`config.mk`:
```
export PLATFORM = sky130hd
export DESIGN_NAME = seq_divider
export DESIGN_NICKNAME = d
export VERILOG_FILES = /design/src/rtl/seq_divider.sv
export SDC_FILE = /design/constraint.sdc
export NUM_CORES = 1
export LEC_CHECK = 0
export ABC_AREA = 0
export BUFFER_PORTS_ARGS = -buffer_cell sky130_fd_sc_hd__buf_2
export CORE_MARGIN = 5
export CORE_UTILIZATION = 50
export DETAILED_ROUTE_END_ITERATION = 16
export PLACE_DENSITY_LB_ADDON = 0.3
export SKIP_CTS_REPAIR_TIMING = 1
export SLEW_MARGIN = 15
export SYNTH_ARGS = -nofsm -noshare
export SYNTH_HDL_FRONTEND = slang
export SYNTH_SLANG_ARGS = --single-unit
```
`constraint.sdc`:
```
create_clock -name clk_i -period 8.5 [get_ports clk_i]
set_input_delay 1.7 -clock clk_i [delete_from_list [all_inputs] [get_ports clk_i]]
set_output_delay 1.7 -clock clk_i [all_outputs]
set_load 0.02 [all_outputs]
```
`src/rtl/seq_divider.sv`:
```
// seq_divider: multi-cycle restoring divider, one quotient bit per clock.
// Handles signed (DIV) and unsigned (DIVU) operation with a start/busy/done handshake.
module seq_divider #(
    parameter int unsigned WIDTH = 32
) (
    input  logic             clk_i,
    input  logic             rst_i,
    input  logic             start_i,
    input  logic             signed_i,
    input  logic [WIDTH-1:0] dividend_i,
    input  logic [WIDTH-1:0] divisor_i,
    output logic             busy_o,
    output logic             done_o,
    output logic [WIDTH-1:0] quotient_o,
    output logic [WIDTH-1:0] remainder_o,
    output logic             div_zero_o
);

    localparam int unsigned CNT_W = $clog2(WIDTH + 1);

    typedef enum logic [1:0] {
        S_IDLE = 2'd0,
        S_CALC = 2'd1,
        S_FIX  = 2'd2
    } state_e;

    state_e state_q, state_d;

    // Datapath state: partial remainder, dividend/quotient shift register, divisor magnitude
    logic [CNT_W-1:0] cnt_q, cnt_d;
    logic [WIDTH-1:0] rem_q, rem_d;
    logic [WIDTH-1:0] dvd_q, dvd_d;
    logic [WIDTH-1:0] dsr_q, dsr_d;
    logic             q_neg_q, q_neg_d;
    logic             r_neg_q, r_neg_d;
    logic             zero_q, zero_d;

    // Registered outputs
    logic             busy_q, busy_d;
    logic             done_q, done_d;
    logic [WIDTH-1:0] quot_q, quot_d;
    logic [WIDTH-1:0] remd_q, remd_d;
    logic             dz_q, dz_d;

    // Combinational helpers
    logic             divisor_zero;
    logic [WIDTH-1:0] dividend_abs;
    logic [WIDTH-1:0] divisor_abs;
    logic [WIDTH:0]   shifted;
    logic [WIDTH:0]   trial;

    assign divisor_zero = (divisor_i == '0);
    assign dividend_abs = (signed_i && dividend_i[WIDTH-1]) ? (~dividend_i + WIDTH'(1)) : dividend_i;
    assign divisor_abs  = (signed_i && divisor_i[WIDTH-1])  ? (~divisor_i + WIDTH'(1))  : divisor_i;
    // Trial subtraction is one bit wider so its MSB acts as the borrow/sign
    assign shifted      = {rem_q, dvd_q[WIDTH-1]};
    assign trial        = shifted - {1'b0, dsr_q};

    // State register
    always_ff @(posedge clk_i or negedge rst_i) begin
        if (!rst_i) begin
            state_q <= S_IDLE;
        end else begin
            state_q <= state_d;
        end
    end

    // Next-state logic
    always_comb begin
        state_d = state_q;
        case (state_q)
            S_IDLE: begin
                if (start_i) begin
                    state_d = divisor_zero ? S_FIX : S_CALC;
                end
            end
            S_CALC: begin
                if (cnt_q == CNT_W'(1)) begin
                    state_d = S_FIX;
                end
            end
            S_FIX:   state_d = S_IDLE;
            default: state_d = S_IDLE;
        endcase
    end

    // Output and datapath next values
    always_comb begin
        cnt_d   = cnt_q;
        rem_d   = rem_q;
        dvd_d   = dvd_q;
        dsr_d   = dsr_q;
        q_neg_d = q_neg_q;
        r_neg_d = r_neg_q;
        zero_d  = zero_q;
        quot_d  = quot_q;
        remd_d  = remd_q;
        dz_d    = dz_q;
        busy_d  = (state_d != S_IDLE);
        done_d  = (state_q == S_FIX);

        case (state_q)
            S_IDLE: begin
                if (start_i) begin
                    if (divisor_zero) begin
                        // Keep the raw dividend so it can be returned unmodified
                        zero_d = 1'b1;
                        dvd_d  = dividend_i;
                    end else begin
                        zero_d  = 1'b0;
                        dvd_d   = dividend_abs;
                        dsr_d   = divisor_abs;
                        rem_d   = '0;
                        q_neg_d = signed_i & (dividend_i[WIDTH-1] ^ divisor_i[WIDTH-1]);
                        r_neg_d = signed_i & dividend_i[WIDTH-1];
                        cnt_d   = CNT_W'(WIDTH);
                    end
                end
            end
            S_CALC: begin
                // Quotient bits shift in from the right as dividend bits shift out
                if (!trial[WIDTH]) begin
                    rem_d = trial[WIDTH-1:0];
                end else begin
                    rem_d = shifted[WIDTH-1:0];
                end
                dvd_d = {dvd_q[WIDTH-2:0], ~trial[WIDTH]};
                cnt_d = cnt_q - CNT_W'(1);
            end
            S_FIX: begin
                if (zero_q) begin
                    quot_d = '1;
                    remd_d = dvd_q;
                    dz_d   = 1'b1;
                end else begin
                    quot_d = q_neg_q ? (~dvd_q + WIDTH'(1)) : dvd_q;
                    remd_d = r_neg_q ? (~rem_q + WIDTH'(1)) : rem_q;
                    dz_d   = 1'b0;
                end
            end
            default: ;
        endcase
    end

    // Datapath and output registers
    always_ff @(posedge clk_i or negedge rst_i) begin
        if (!rst_i) begin
            cnt_q   <= '0;
            rem_q   <= '0;
            dvd_q   <= '0;
            dsr_q   <= '0;
            q_neg_q <= 1'b0;
            r_neg_q <= 1'b0;
            zero_q  <= 1'b0;
            busy_q  <= 1'b0;
            done_q  <= 1'b0;
            quot_q  <= '0;
            remd_q  <= '0;
            dz_q    <= 1'b0;
        end else begin
            cnt_q   <= cnt_d;
            rem_q   <= rem_d;
            dvd_q   <= dvd_d;
            dsr_q   <= dsr_d;
            q_neg_q <= q_neg_d;
            r_neg_q <= r_neg_d;
            zero_q  <= zero_d;
            busy_q  <= busy_d;
            done_q  <= done_d;
            quot_q  <= quot_d;
            remd_q  <= remd_d;
            dz_q    <= dz_d;
        end
    end

    assign busy_o      = busy_q;
    assign done_o      = done_q;
    assign quotient_o  = quot_q;
    assign remainder_o = remd_q;
    assign div_zero_o  = dz_q;

endmodule

```
==> results of run 1 <==
-- metal layers --
metal  track usage [%]  part of all wire, %  up-vias  routed length (um)
li1                  -                    -     5087                   -
met1              32.9                   45     4907               14300
met2              39.3                   48      335               15300
met3              3.27                  5.2       52                1660
met4              9.03                  2.7        0                 863
met5                 0                    0        -                   0
-- cell families after synthesis --
| kind of cell | Yosys count | synth area share (%) |
|---|---|---|
| compound gates | 433 | 22.2 |
| xor+xnor | 149 | 11.4 |
| fa+ha+maj | 39 | 4.31 |
| buf+inv | 136 | 4.56 |
| flops | 174 | 37.9 |
| mux | 18 | 1.58 |
| simple gates | 442 | 18.1 |
-- area by class of cell --
cell class                 instances  share of cell area (%)
multi-input combinational       1081                    51.5
sequential                       174                    33.9
timing repair buffer             146                    5.97
clock buffer                      17                    3.31
tap                              285                    2.77
inverter                          53                    1.55
clock inverter                    14                    1.01
-- worst max-delay path: stages --
cell	delay (ns)
buf_2	0.13
nor4_1	0.40
nand2b_1	0.19
or4_1	0.54
or4_1	0.58
nand2_1	0.61
buf_4	0.50
o21ai_0	0.16
-- power groups by stage --
| stage | Combinational (mW) | Sequential (mW) | Clock, mW |
|---|---|---|---|
| 2_1_floorplan | 2.42 | 1.50 | 0 |
| 3_3_place_gp | 3.08 | 1.65 | 0 |
| 3_5_place_dp | 3.13 | 1.66 | 0 |
| 4_1_cts | 3.15 | 1.65 | 0.768 |
| 5_1_grt | 3.53 | 1.70 | 0.802 |
| 6_report | 3.17 | 1.66 | 0.757 |
-- placed cells by master, fill, tap and decap left out, types with 17 or more instances in the layout --
| master | instances |
|---|---|
| nand3_1 | 39 |
| xor2_1 | 98 |
| dfrtp_1 | 173 |
| mux2i_1 | 17 |
| xnor2_1 | 51 |
| ha_1 | 38 |
| buf_2 | 133 |
| o21ai_0 | 168 |
| a22oi_1 | 27 |
| nand2_1 | 163 |
| inv_1 | 53 |
| nor3_1 | 23 |
| o31ai_1 | 32 |
| or4_1 | 18 |
| nor2_1 | 106 |
| a21oi_1 | 134 |
| clkbuf_16 | 17 |
-- through the flow --
step,setup WS (ns),cells
6_report,3.95,1770
5_1_grt,3.74,1770
4_1_cts,4.00,1770
3_5_place_dp,3.54,1739
3_3_place_gp,3.61,1739
2_1_floorplan,4.34,1391
-- worst min path at each step --
stage	start	endpoint	slack, ns	depth (start not counted)
after floorplan	dsr_q[17]	dsr_q[17]	0.45	2
after global placement	quotient_o[0]	quotient_o[0]	0.45	2
after detailed placement	remainder_o[11]	remainder_o[11]	0.46	2
after CTS	remainder_o[11]	remainder_o[11]	0.48	2
after global routing	remainder_o[8]	remainder_o[8]	0.51	2
final	remainder_o[11]	remainder_o[11]	0.47	2
-- registers in the layout (all words and copies together) (netlist names), 2 cells and up --
register,flops
dvd_q,32
cnt_q,6
remainder_o,32
state_q,2
quotient_o,32
rem_q,32
dsr_q,32
==> key figures, run 1 <==
Critical path
  • Kind of launch point of the worst setup path: input port
  • Critical Path Sink: dsr_q[18]
  • Worst setup startpoint: divisor_i[6]
  • Largest fanout on the critical path: 40
  • Origin of the critical flop-to-flop path: dvd_q[31]
  • Worst Reg2Reg Path Length in Cells: 13
  • Category of the most critical setup path: input port to register
  • Arr. time, crit path: 4.85 ns
  • Sort of element at the end of the critical path: register
  • End of the worst register-to-register path: dvd_q[0]
  • Data required time of the worst path: 8.80 ns
  • R2R Setup Slk: 4.43 ns

Finish
  • Net count, final: 1,580
  • Filler cells: 2,070
  • Final design area excluding fillers: 12,900 um2
  • Area Growth Syn to Fin: 11.9%
  • Antenna diode count: 0
  • Layout cells sized above 1: 13.4%
  • Register cell area after layout: 4360 um2
  • Utilization after layout: 56.8%
  • Area occupied by multi-input gates: 6620 um2

STA
  • Worst-margin pin slew: 1.07 ns
  • Final hold vios: 0
  • Relative slew margins: 28.6%
  • Setup TNS after final layout: 0 ns
  • Period utilisation layout: 53.5%
  • Highest Clock Rate: 220 MHz
  • RSZ-0062 raised after global routing: false
  • Max-slew violation total from the final report: 0
  • Hold Slack: 0.475 ns
  • Min Tclk post-route: 4.55 ns
  • Clock Skews: 0.0138 ns
  • Setup violation total in the final timing report: 0

Clock network
  • Number of buffers inserted during clock tree synthesis: 17
  • Maximum count of clock buffers along a single path: 2
  • CTS H-Tree Depth: 4
  • Clock Root Buffer: clkbuf_16
  • Clock tree from TritonCTS: done
  • Clk sink count: 174
  • Clock latency of the later-clocked register in the worst-skew pair: 0.44 ns
  • Clock-pin transition on the worst setup and hold timing paths: 0.07 ns

Synthesis
  • Count of yosys warnings during synthesis: 0
  • Sequential-to-total area share from yosys stat: 37.9%
  • Cell type with the highest aggregate area in the netlist: dfrtp_1
  • Netlist area before placement: 11,500 um2
  • Syn Area/Cell: 8.26 um2
  • Cell count after synthesis: 1,391
  • Synthesized net count: 1,498
  • Cell variety after synth: 66
  • Synth top area share: 37.9%
  • Cell types with the highest counts after synthesis: 174 x dfrtp_1, 168 x o21ai_0, 163 x nand2_1
  • Fraction of registers with async set or reset after synthesis: 100%
  • Number of synthesized flops with an enable pin: 0
  • Prevailing post-synth register cell: dfrtp_1
  • Synthesized flop and latch total: 174
  • Most numerous cell in the Yosys netlist: dfrtp_1
  • Ranking of synthesized cells by area: dfrtp_1 38%, xor2_1 7.5%, o21ai_0 7.3%, a21oi_1 5.8%, nand2_1 5.3%

Power and ir drop
  • Max rail drop VDD: 0.000177 V
  • Design Power: 5.59 mW
  • Cell-internal power: 2.85 mW
  • Combinational power share: 56.7%
  • Switching power: 2.74 mW
  • Sequential cell fraction of total power: 29.7%
  • Total power per unit cell area: 435 nW/um2
  • Switching part of the total: 49.0%
  • Clock network fraction of design power: 13.6%
  • Pleak: 5.76 nW

Floorplanning
  • Width of the die: 162 um
  • Total Die Area: 26,100 um2
  • Starting utilization of the core area: 50.7%
  • Ports: 135
  • Area of the core region: 22,600 um2
  • Y dimension of the die: 162 um
  • Standard-cell row count: 55

Placement
  • Instance area after placement: 12,300 um2
  • Number of buffer cells added on primary ports: 134
  • HPWL after detailed placement: 24,200 um
  • Final GP Congestion: 0.918

Flow run
  • Maxcap violations: 0

Run status
  • Outcome: finished, final reports clean

Worst hold path
  • Worst hold path type: register to register

Global routing
  • Initial antenna violation count: 0
  • Overflow after GRT: 0
  • GRT Util Overall: 24.1%
  • Maximum number of pins on one net before global-route repair: 67
  • First-pass GRT wire length: 51,000 um
  • Via count of the first global-routing pass: 9,584

Detailed routing
  • Routed Wire Length: 32,100 um
  • Final ANT Viol Nets: 0
  • Total DRC errors in the routed layout: 0
  • Drt pass-1 iters: 6
  • Number of vias in the routed layout: 10,400
  • Drt initial violations: 824
  • Via/cell ratio: 5.86
  • Routed wirelength normalized by instance count: 18.2 um
(Power assumes the default switching activity.)
==> run 2, diff against run 1 <==
--- a/config.mk
+++ b/config.mk
@@ -5,7 +5,7 @@
 export SDC_FILE = /design/constraint.sdc
 export NUM_CORES = 1
 export LEC_CHECK = 0
-export ABC_AREA = 0
+export ABC_AREA = 1
 export BUFFER_PORTS_ARGS = -buffer_cell sky130_fd_sc_hd__buf_2
 export CORE_MARGIN = 5
 export CORE_UTILIZATION = 50
==> constraint.sdc (replaced) <==
create_clock -name clk_i -period 4.3 [get_ports clk_i]
set_input_delay 0.86 -clock clk_i [delete_from_list [all_inputs] [get_ports clk_i]]
set_output_delay 0.86 -clock clk_i [all_outputs]
set_load 0.02 [all_outputs]
==> run 2 against run 1 <==
Via count grew 35%. Largest cell class unchanged. Synthesized area grew 18%. Final cell count grew 44%. Synthesized cell count grew 50%. Power grew 150%. Combinational power grew to 2.7 times the previous value. Clock power grew 110%.
==> key figures, run 2 <==
Detailed routing
  • Number of vias in the routed layout: 14,000 (was 10,400)
  • Final ANT Viol Nets: 0 (unchanged)
  • Drt initial violations: 1,167 (was 824)
  • Total DRC errors in the routed layout: 0 (unchanged)
  • Via/cell ratio: 5.51 (was 5.86)
  • Drt pass-1 iters: 6 (unchanged)
  • Routed wirelength normalized by instance count: 16.8 um (was 18.2 um)
  • Routed Wire Length: 42,800 um (was 32,100 um)

Critical path
  • R2R Setup Slk: 1.35 ns (was 4.43 ns)
  • Critical path cell sequence: inv_1, ha_1, fa_1, inv_1, nand2_1, nand2_1, nand3_1, nand2_1, nand2_1, nand2_1, nand2_2, nand2_2, nand2_2, nand2_4, nand2_1, nand3_1, nand2_1 (was buf_2, nor4_1, nand2b_1, or4_1, or4_1, nand2_1, buf_4, o21ai_0)
  • Category of the most critical setup path: register to register (was input port to register)
  • Crit path largest cell delay: 0.41 ns (was 0.61 ns)
  • End of the worst register-to-register path: rem_q[22] (was dvd_q[0])
  • Data required time of the worst path: 4.61 ns (was 8.80 ns)
  • Sort of element at the end of the critical path: register (unchanged)
  • Origin of the critical flop-to-flop path: dvd_q[31] (unchanged)
  • Slowest cell on crit path: fa_1 (was nand2_1)
  • Most numerous cell on the critical path: nand2_1 (was or4_1)
  • Arr. time, crit path: 3.25 ns (was 4.85 ns)
  • Worst Reg2Reg Path Length in Cells: 17 (was 13)
  • Kind of launch point of the worst setup path: register (was input port)
  • Largest fanout on the critical path: 16 (was 40)

Global routing
  • Maximum number of pins on one net before global-route repair: 87 (was 67)
  • Via count of the first global-routing pass: 13,400 (was 9,584)
  • GRT Util Overall: 28.1% (was 24.1%)
  • First-pass GRT wire length: 69,600 um (was 51,000 um)
  • Initial antenna violation count: 0 (unchanged)
  • Overflow after GRT: 0 (unchanged)

Floorplanning
  • Ports: 135 (unchanged)
  • Starting utilization of the core area: 50.4% (was 50.7%)
  • Y dimension of the die: 174 um (was 162 um)
  • Total Die Area: 30,400 um2 (was 26,100 um2)
  • Width of the die: 174 um (was 162 um)
  • Area of the core region: 26,800 um2 (was 22,600 um2)
  • Standard-cell row count: 60 (was 55)

Finish
  • Area Growth Syn to Fin: 11.3% (was 11.9%)
  • Leading cell type in the layout, fill and taps excluded: nand2_1 (was dfrtp_1)
  • Number of standard cells in the layout, taps in and fillers out: 2,550 (was 1,770)
  • Area occupied by multi-input gates: 7640 um2 (was 6620 um2)
  • Layout cells sized above 1: 10.5% (was 13.4%)
  • Leading cell types in the layout, fill and taps excluded: 625 x nand2_1, 317 x inv_1, 244 x nand3_1 (was 173 x dfrtp_1, 168 x o21ai_0, 163 x nand2_1)
  • Antenna diode count: 0 (unchanged)
  • Filler cells: 2,641 (was 2,070)
  • Register cell area after layout: 4350 um2 (was 4360 um2)
  • Net count, final: 2,303 (was 1,580)

Run status
  • Outcome: finished, final reports clean (unchanged)

STA
  • Relative slew margins: 35.3% (was 28.6%)
  • Max-slew violation total from the final report: 0 (unchanged)
  • RSZ-0062 raised after global routing: false (unchanged)
  • Clock Skews: 0.0152 ns (was 0.0138 ns)
  • Highest Clock Rate: 339 MHz
  • Worst-margin pin slew: 0.969 ns (was 1.07 ns)
  • Min Tclk post-route: 2.95 ns
  • Period utilisation layout: 68.6%
  • Crit path setup slack, layout: 1.35 ns (was 3.95 ns)
  • Setup TNS after final layout: 0 ns (unchanged)
  • Final hold vios: 0 (unchanged)
  • Setup violation total in the final timing report: 0 (unchanged)

Clock network
  • Clock tree from TritonCTS: done (unchanged)
  • Clock-pin transition on the worst setup and hold timing paths: 0.07 ns (about the same)
  • Clock latency of the later-clocked register in the worst-skew pair: 0.44 ns (about the same)
  • Number of buffers inserted during clock tree synthesis: 17 (unchanged)
  • Maximum count of clock buffers along a single path: 2 (unchanged)
  • Clock Root Buffer: clkbuf_16 (unchanged)
  • Clk sink count: 174 (unchanged)
  • CTS H-Tree Depth: 4 (unchanged)

Synthesis
  • Cell types with the highest counts after synthesis: 625 x nand2_1, 317 x inv_1, 244 x nand3_1 (was 174 x dfrtp_1, 168 x o21ai_0, 163 x nand2_1)
  • Netlist area before placement: 13,500 um2 (was 11,500 um2)
  • Cell type with the highest aggregate area in the netlist: dfrtp_1 (unchanged)
  • Cell count after synthesis: 2,092 (was 1,391)
  • Syn Area/Cell: 6.46 um2 (was 8.26 um2)
  • Number of synthesized flops with an enable pin: 0 (unchanged)
  • Fraction of registers with async set or reset after synthesis: 100% (unchanged)
  • Synth top area share: 32.2% (was 37.9%)
  • Most numerous cell in the Yosys netlist: nand2_1 (was dfrtp_1)
  • Sequential-to-total area share from yosys stat: 32.2% (was 37.9%)
  • Synthesized net count: 2,199 (was 1,498)
  • Prevailing post-synth register cell: dfrtp_1 (unchanged)
  • Cell variety after synth: 47 (was 66)
  • Ranking of synthesized cells by area: dfrtp_1 32%, nand2_1 17%, nand3_1 9.0%, inv_1 8.8%, nor2_1 5.2% (was dfrtp_1 38%, xor2_1 7.5%, o21ai_0 7.3%, a21oi_1 5.8%, nand2_1 5.3%)
  • Synthesized flop and latch total: 174 (unchanged)
  • Count of yosys warnings during synthesis: 0 (unchanged)

Placement
  • Cell Count Post-Placement: 2,518 (was 1,739)
  • HPWL after detailed placement: 33,900 um (was 24,200 um)
  • Number of buffer cells added on primary ports: 134 (unchanged)
  • Final GP Congestion: 0.989 (was 0.918)
  • Post-place setup slack: 1.19 ns (was 3.54 ns)

Power and ir drop
  • Max rail drop VDD: 0.000370 V (was 0.000177 V)
  • Total power per unit cell area: 910 nW/um2 (was 435 nW/um2)
  • Design Power: 13.7 mW (was 5.59 mW)
  • Pleak: 8.02 nW (was 5.76 nW)

Flow run
  • Maxcap violations: 0 (unchanged)

Worst hold path
  • Worst hold path type: input port to asynchronous set/reset pin (was register to register)
-- run 2: changes by cell type after synthesis, sizes merged, moves of 17 or more --
cell    change
clkbuf     -36
mux2i      -17
nor2       +85
inv       +273
o31ai      -29
a21oi      -89
nand2     +470
or4        -20
xnor2      -35
o21ai      -76
nand3     +208
xor2       -52
-- run 2: logic make-up (layout without fill, tap and decap cells) --
logic type	after synthesis	after routing	share of synthesized area [%]
AO/OA/AOI/OAI	258	258	11.8
XOR/XNOR	62	62	4.02
AND/OR/NAND/NOR	1169	1169	36.9
flip-flops	174	174	32.2
buffers and inverters	390	507	11.4
adder cells (fa/ha/maj)	39	39	3.67
-- run 2: per-stage QoR --
stage	hold slack [ns]	utilization, %	cell area (um2)
after floorplan	0.443	-	13500
after global placement	0.452	53.9	14400
after detailed placement	0.455	53.9	14400
after CTS	0.475	56.1	15000
after global routing	0.497	56.1	15000
final	0.462	56.1	15000
-- run 2: worst max-delay path by stage --
stage | end | from | cells past startpoint | slack, ns
6_report | rem_q[22] | dvd_q[31] | 17 | 1.35
5_1_grt | rem_q[28] | dvd_q[31] | 17 | 1.12
2_1_floorplan | dvd_q[16] | dividend_i[0] | 12 | 1.91
3_3_place_gp | dvd_q[22] | divisor_i[0] | 10 | 1.23
4_1_cts | rem_q[22] | dvd_q[31] | 17 | 1.39
3_5_place_dp | dvd_q[22] | divisor_i[0] | 10 | 1.19
-- run 2: layer usage --
layer | routed length (um) | GRT usage, % | vias up
li1 | - | - | 6936
met1 | 19500 | 40.2 | 6474
met2 | 18700 | 43.2 | 566
met3 | 3550 | 5.42 | 73
met4 | 1090 | 8.55 | 0
met5 | 0 | 0 | -
-- run 2: report_power, final --
group | switching [mW] | internal (mW) | total (mW)
registers | 1.05 | 2.47 | 3.53
clock network | 0.774 | 0.788 | 1.56
logic | 5.70 | 2.90 | 8.61
-- run 2: cell type report --
type,instances,area share [%]
tap,341,2.84
multi-input combinational,1528,50.8
timing repair buffer,147,5.23
sequential,174,28.9
clock buffer,18,2.85
clock inverter,14,1.11
inverter,328,8.19
-- run 2: worst max-delay path: cells and delay by family (launching register included) --
| kind | cells | cell delay, ns |
|---|---|---|
| fa+ha+maj | 2 | 0.68 |
| buf+inv | 2 | 0.28 |
| flops | 1 | 0.39 |
| simple gates | 13 | 1.47 |
==> run 3, diff against run 2 <==
==> constraint.sdc (replaced) <==
create_clock -name clk_i -period 3.1 [get_ports clk_i]
set_input_delay 0.62 -clock clk_i [delete_from_list [all_inputs] [get_ports clk_i]]
set_output_delay 0.62 -clock clk_i [all_outputs]
set_load 0.02 [all_outputs]
==> run 3 against run 2 <==
Sequential share of layout area is 0.18 points lower. Clock power is 41% higher. Clock skew is 0.0081 ns higher. Setup slack worse by 1.1 ns. Critical path type unchanged. Largest power group unchanged. Highest routed layer unchanged.
==> key figures, run 3 (synthesized netlist as in run 2, its figures left out) <==
Run status
  • Outcome: finished, final reports clean (unchanged)

Critical path
  • Slowest cell on crit path: fa_1 (unchanged)
  • Origin of the critical flop-to-flop path: dvd_q[31] (unchanged)
  • Arr. time, crit path: 3.18 ns (was 3.25 ns)
  • Number of buffer and inverter stages on the critical path: 2 (unchanged)
  • Data required time of the worst path: 3.47 ns (was 4.61 ns)
  • Delay-heaviest family, CP: simple AND/OR/NAND/NOR gates (unchanged)
  • End of the worst register-to-register path: rem_q[5] (was rem_q[22])
  • Critical path cell sequence: inv_1, ha_1, fa_1, inv_1, nand2_1, nand2_1, nand3_1, nand2_1, nand2_1, nand2_1, nand2_2, nand3_2, nand2_2, nand2_1, nand3_1, nand2_1 (was inv_1, ha_1, fa_1, inv_1, nand2_1, nand2_1, nand3_1, nand2_1, nand2_1, nand2_1, nand2_2, nand2_2, nand2_2, nand2_4, nand2_1, nand3_1, nand2_1)
  • Category of the most critical setup path: register to register (unchanged)
  • Largest fanout on the critical path: 18 (was 16)
  • Sort of element at the end of the critical path: register (unchanged)
  • Most numerous cell on the critical path: nand2_1 (unchanged)
  • Worst Reg2Reg Path Length in Cells: 16 (was 17)
  • R2R Setup Slk: 0.29 ns (was 1.35 ns)
  • Kind of launch point of the worst setup path: register (unchanged)
  • Crit path largest cell delay: 0.40 ns (was 0.41 ns)

STA
  • Period utilisation layout: 90.6% (was 68.6%)
  • Clock Skews: 0.0232 ns (was 0.0152 ns)
  • Final hold vios: 0 (unchanged)
  • Max-slew violation total from the final report: 0 (unchanged)
  • Setup violation total in the final timing report: 0 (unchanged)
  • Setup TNS after final layout: 0 ns (unchanged)
  • Relative slew margins: 55.7% (was 35.3%)
  • RSZ-0062 raised after global routing: false (unchanged)
  • Hold Slack: 0.132 ns (was 0.462 ns)
  • Min Tclk post-route: 2.81 ns (was 2.95 ns)
  • Worst-margin pin slew: 0.658 ns (was 0.969 ns)
  • Highest Clock Rate: 356 MHz (was 339 MHz)
  • Crit path setup slack, layout: 0.293 ns (was 1.35 ns)

Placement
  • Post-place setup slack: 0.267 ns (was 1.19 ns)
  • Final GP Congestion: 0.988 (was 0.989)
  • HPWL after detailed placement: 34,100 um (was 33,900 um)
  • Number of buffer cells added on primary ports: 134 (unchanged)
  • Cell Count Post-Placement: 2,529 (was 2,518)

Detailed routing
  • Via/cell ratio: 5.55 (was 5.51)
  • Final ANT Viol Nets: 0 (unchanged)
  • Drt pass-1 iters: 8 (was 6)
  • Number of vias in the routed layout: 14,200 (was 14,000)
  • Drt initial violations: 1,510 (was 1,167)
  • Routed wirelength normalized by instance count: 16.8 um (about the same)
  • Total DRC errors in the routed layout: 0 (unchanged)
  • Routed Wire Length: 43,200 um (was 42,800 um)

Floorplanning
  • Standard-cell row count: 60 (unchanged)
  • Ports: 135 (unchanged)
  • Y dimension of the die: 174 um (unchanged)
  • Total Die Area: 30,400 um2 (unchanged)
  • Area of the core region: 26,800 um2 (unchanged)
  • Starting utilization of the core area: 50.4% (unchanged)
  • Width of the die: 174 um (unchanged)

Global routing
  • Via count of the first global-routing pass: 13,200 (was 13,400)
  • Maximum number of pins on one net before global-route repair: 67 (was 87)
  • GRT Util Overall: 28.1% (about the same)
  • Initial antenna violation count: 0 (unchanged)
  • First-pass GRT wire length: 69,600 um (about the same)
  • Overflow after GRT: 0 (unchanged)

Clock network
  • CTS H-Tree Depth: 4 (unchanged)
  • Clock tree from TritonCTS: done (unchanged)
  • Clock latency of the later-clocked register in the worst-skew pair: 0.44 ns (about the same)
  • Clock-pin transition on the worst setup and hold timing paths: 0.07 ns (about the same)
  • Clock Root Buffer: clkbuf_16 (unchanged)
  • Maximum count of clock buffers along a single path: 2 (unchanged)
  • Number of buffers inserted during clock tree synthesis: 17 (unchanged)
  • Clk sink count: 174 (unchanged)

Finish
  • Leading cell types in the layout, fill and taps excluded: 625 x nand2_1, 317 x inv_1, 244 x nand3_1 (unchanged)
  • Filler cells: 2,635 (was 2,641)
  • Antenna diode count: 0 (unchanged)
  • Number of standard cells in the layout, taps in and fillers out: 2,561 (was 2,550)
  • Register cell area after layout: 4350 um2 (unchanged)
  • Leading cell type in the layout, fill and taps excluded: nand2_1 (unchanged)
  • Area Growth Syn to Fin: 12.0% (was 11.3%)
  • Net count, final: 2,314 (was 2,303)
  • Area occupied by multi-input gates: 7640 um2 (about the same)
  • Layout cells sized above 1: 10.9% (was 10.5%)

Worst hold path
  • Worst hold path type: input port to asynchronous set/reset pin (unchanged)

Power and ir drop
  • Max rail drop VDD: 0.000454 V (was 0.000370 V)
  • Total power per unit cell area: 1260 nW/um2 (was 910 nW/um2)
  • Pleak: 8.07 nW (was 8.02 nW)

Flow run
  • Maxcap violations: 0 (unchanged)
==> run 3: cell count changes in the layout (fill, tap and decap cells not counted), sizes merged <==
| cell | before | now |
|---|---|---|
| clkinvlp | 0 | 1 |
| clkbuf | 18 | 17 |
| inv | 333 | 331 |
| clkinv | 9 | 11 |
| buf | 147 | 158 |
==> run 3: layer usage <==
metal  share of wire (%)  GRT usage (%)  wire length (um)
met3                 7.0           3.83              3040
met5                   0              0                 0
met1                  46           41.2             19800
met2                  45           43.7             19300
met4                 2.2           7.42               940
==> run 3: final cells by class <==
cell class | instances | area share, %
inverters | 328 | 8.14
clock inverters | 15 | 1.17
repair buffers | 158 | 5.83
well taps | 341 | 2.82
multi-input cells | 1528 | 50.5
clock buffers | 17 | 2.81
flip-flops and latches | 174 | 28.8
==> run 3: where the power goes <==
part / leakage [nW] / internal [mW] / switching (mW)
registers: 2.13 / 3.43 / 1.41
logic: 5.66 / 4.08 / 8.00
clock network: 0.289 / 1.09 / 1.11
total: 8.07 / 8.60 / 10.5
==> run 3: through the flow <==
stage	cell area (um2)	total power, mW	utilization, %
after floorplan	13500	13.2	-
after global routing	15100	20.8	56.5
after global placement	14500	16.5	54.2
final	15100	19.1	56.5
after CTS	15100	19.0	56.5
after detailed placement	14500	16.7	54.2
==> run 3: worst max path at each step <==
stage                       from  depth (start not counted)  slack, ns  endpoint
floorplan              dvd_q[31]                         18       0.82  rem_q[8]
global placement    divisor_i[0]                         12       0.22  dsr_q[0]
detailed placement  divisor_i[0]                         12       0.27  dsr_q[0]
CTS                    dvd_q[31]                         16       0.32  rem_q[4]
global route           dvd_q[31]                         16       0.05  rem_q[5]
finish                 dvd_q[31]                         16       0.29  rem_q[5]
==> run 3: worst reg2reg max path: cells and delay by family (launching register included) <==
family,cells,cell delay [ns]
adders and majority gates,2,0.67
buffers and inverters,2,0.24
DFF,1,0.39
and+or+nand+nor,12,1.43
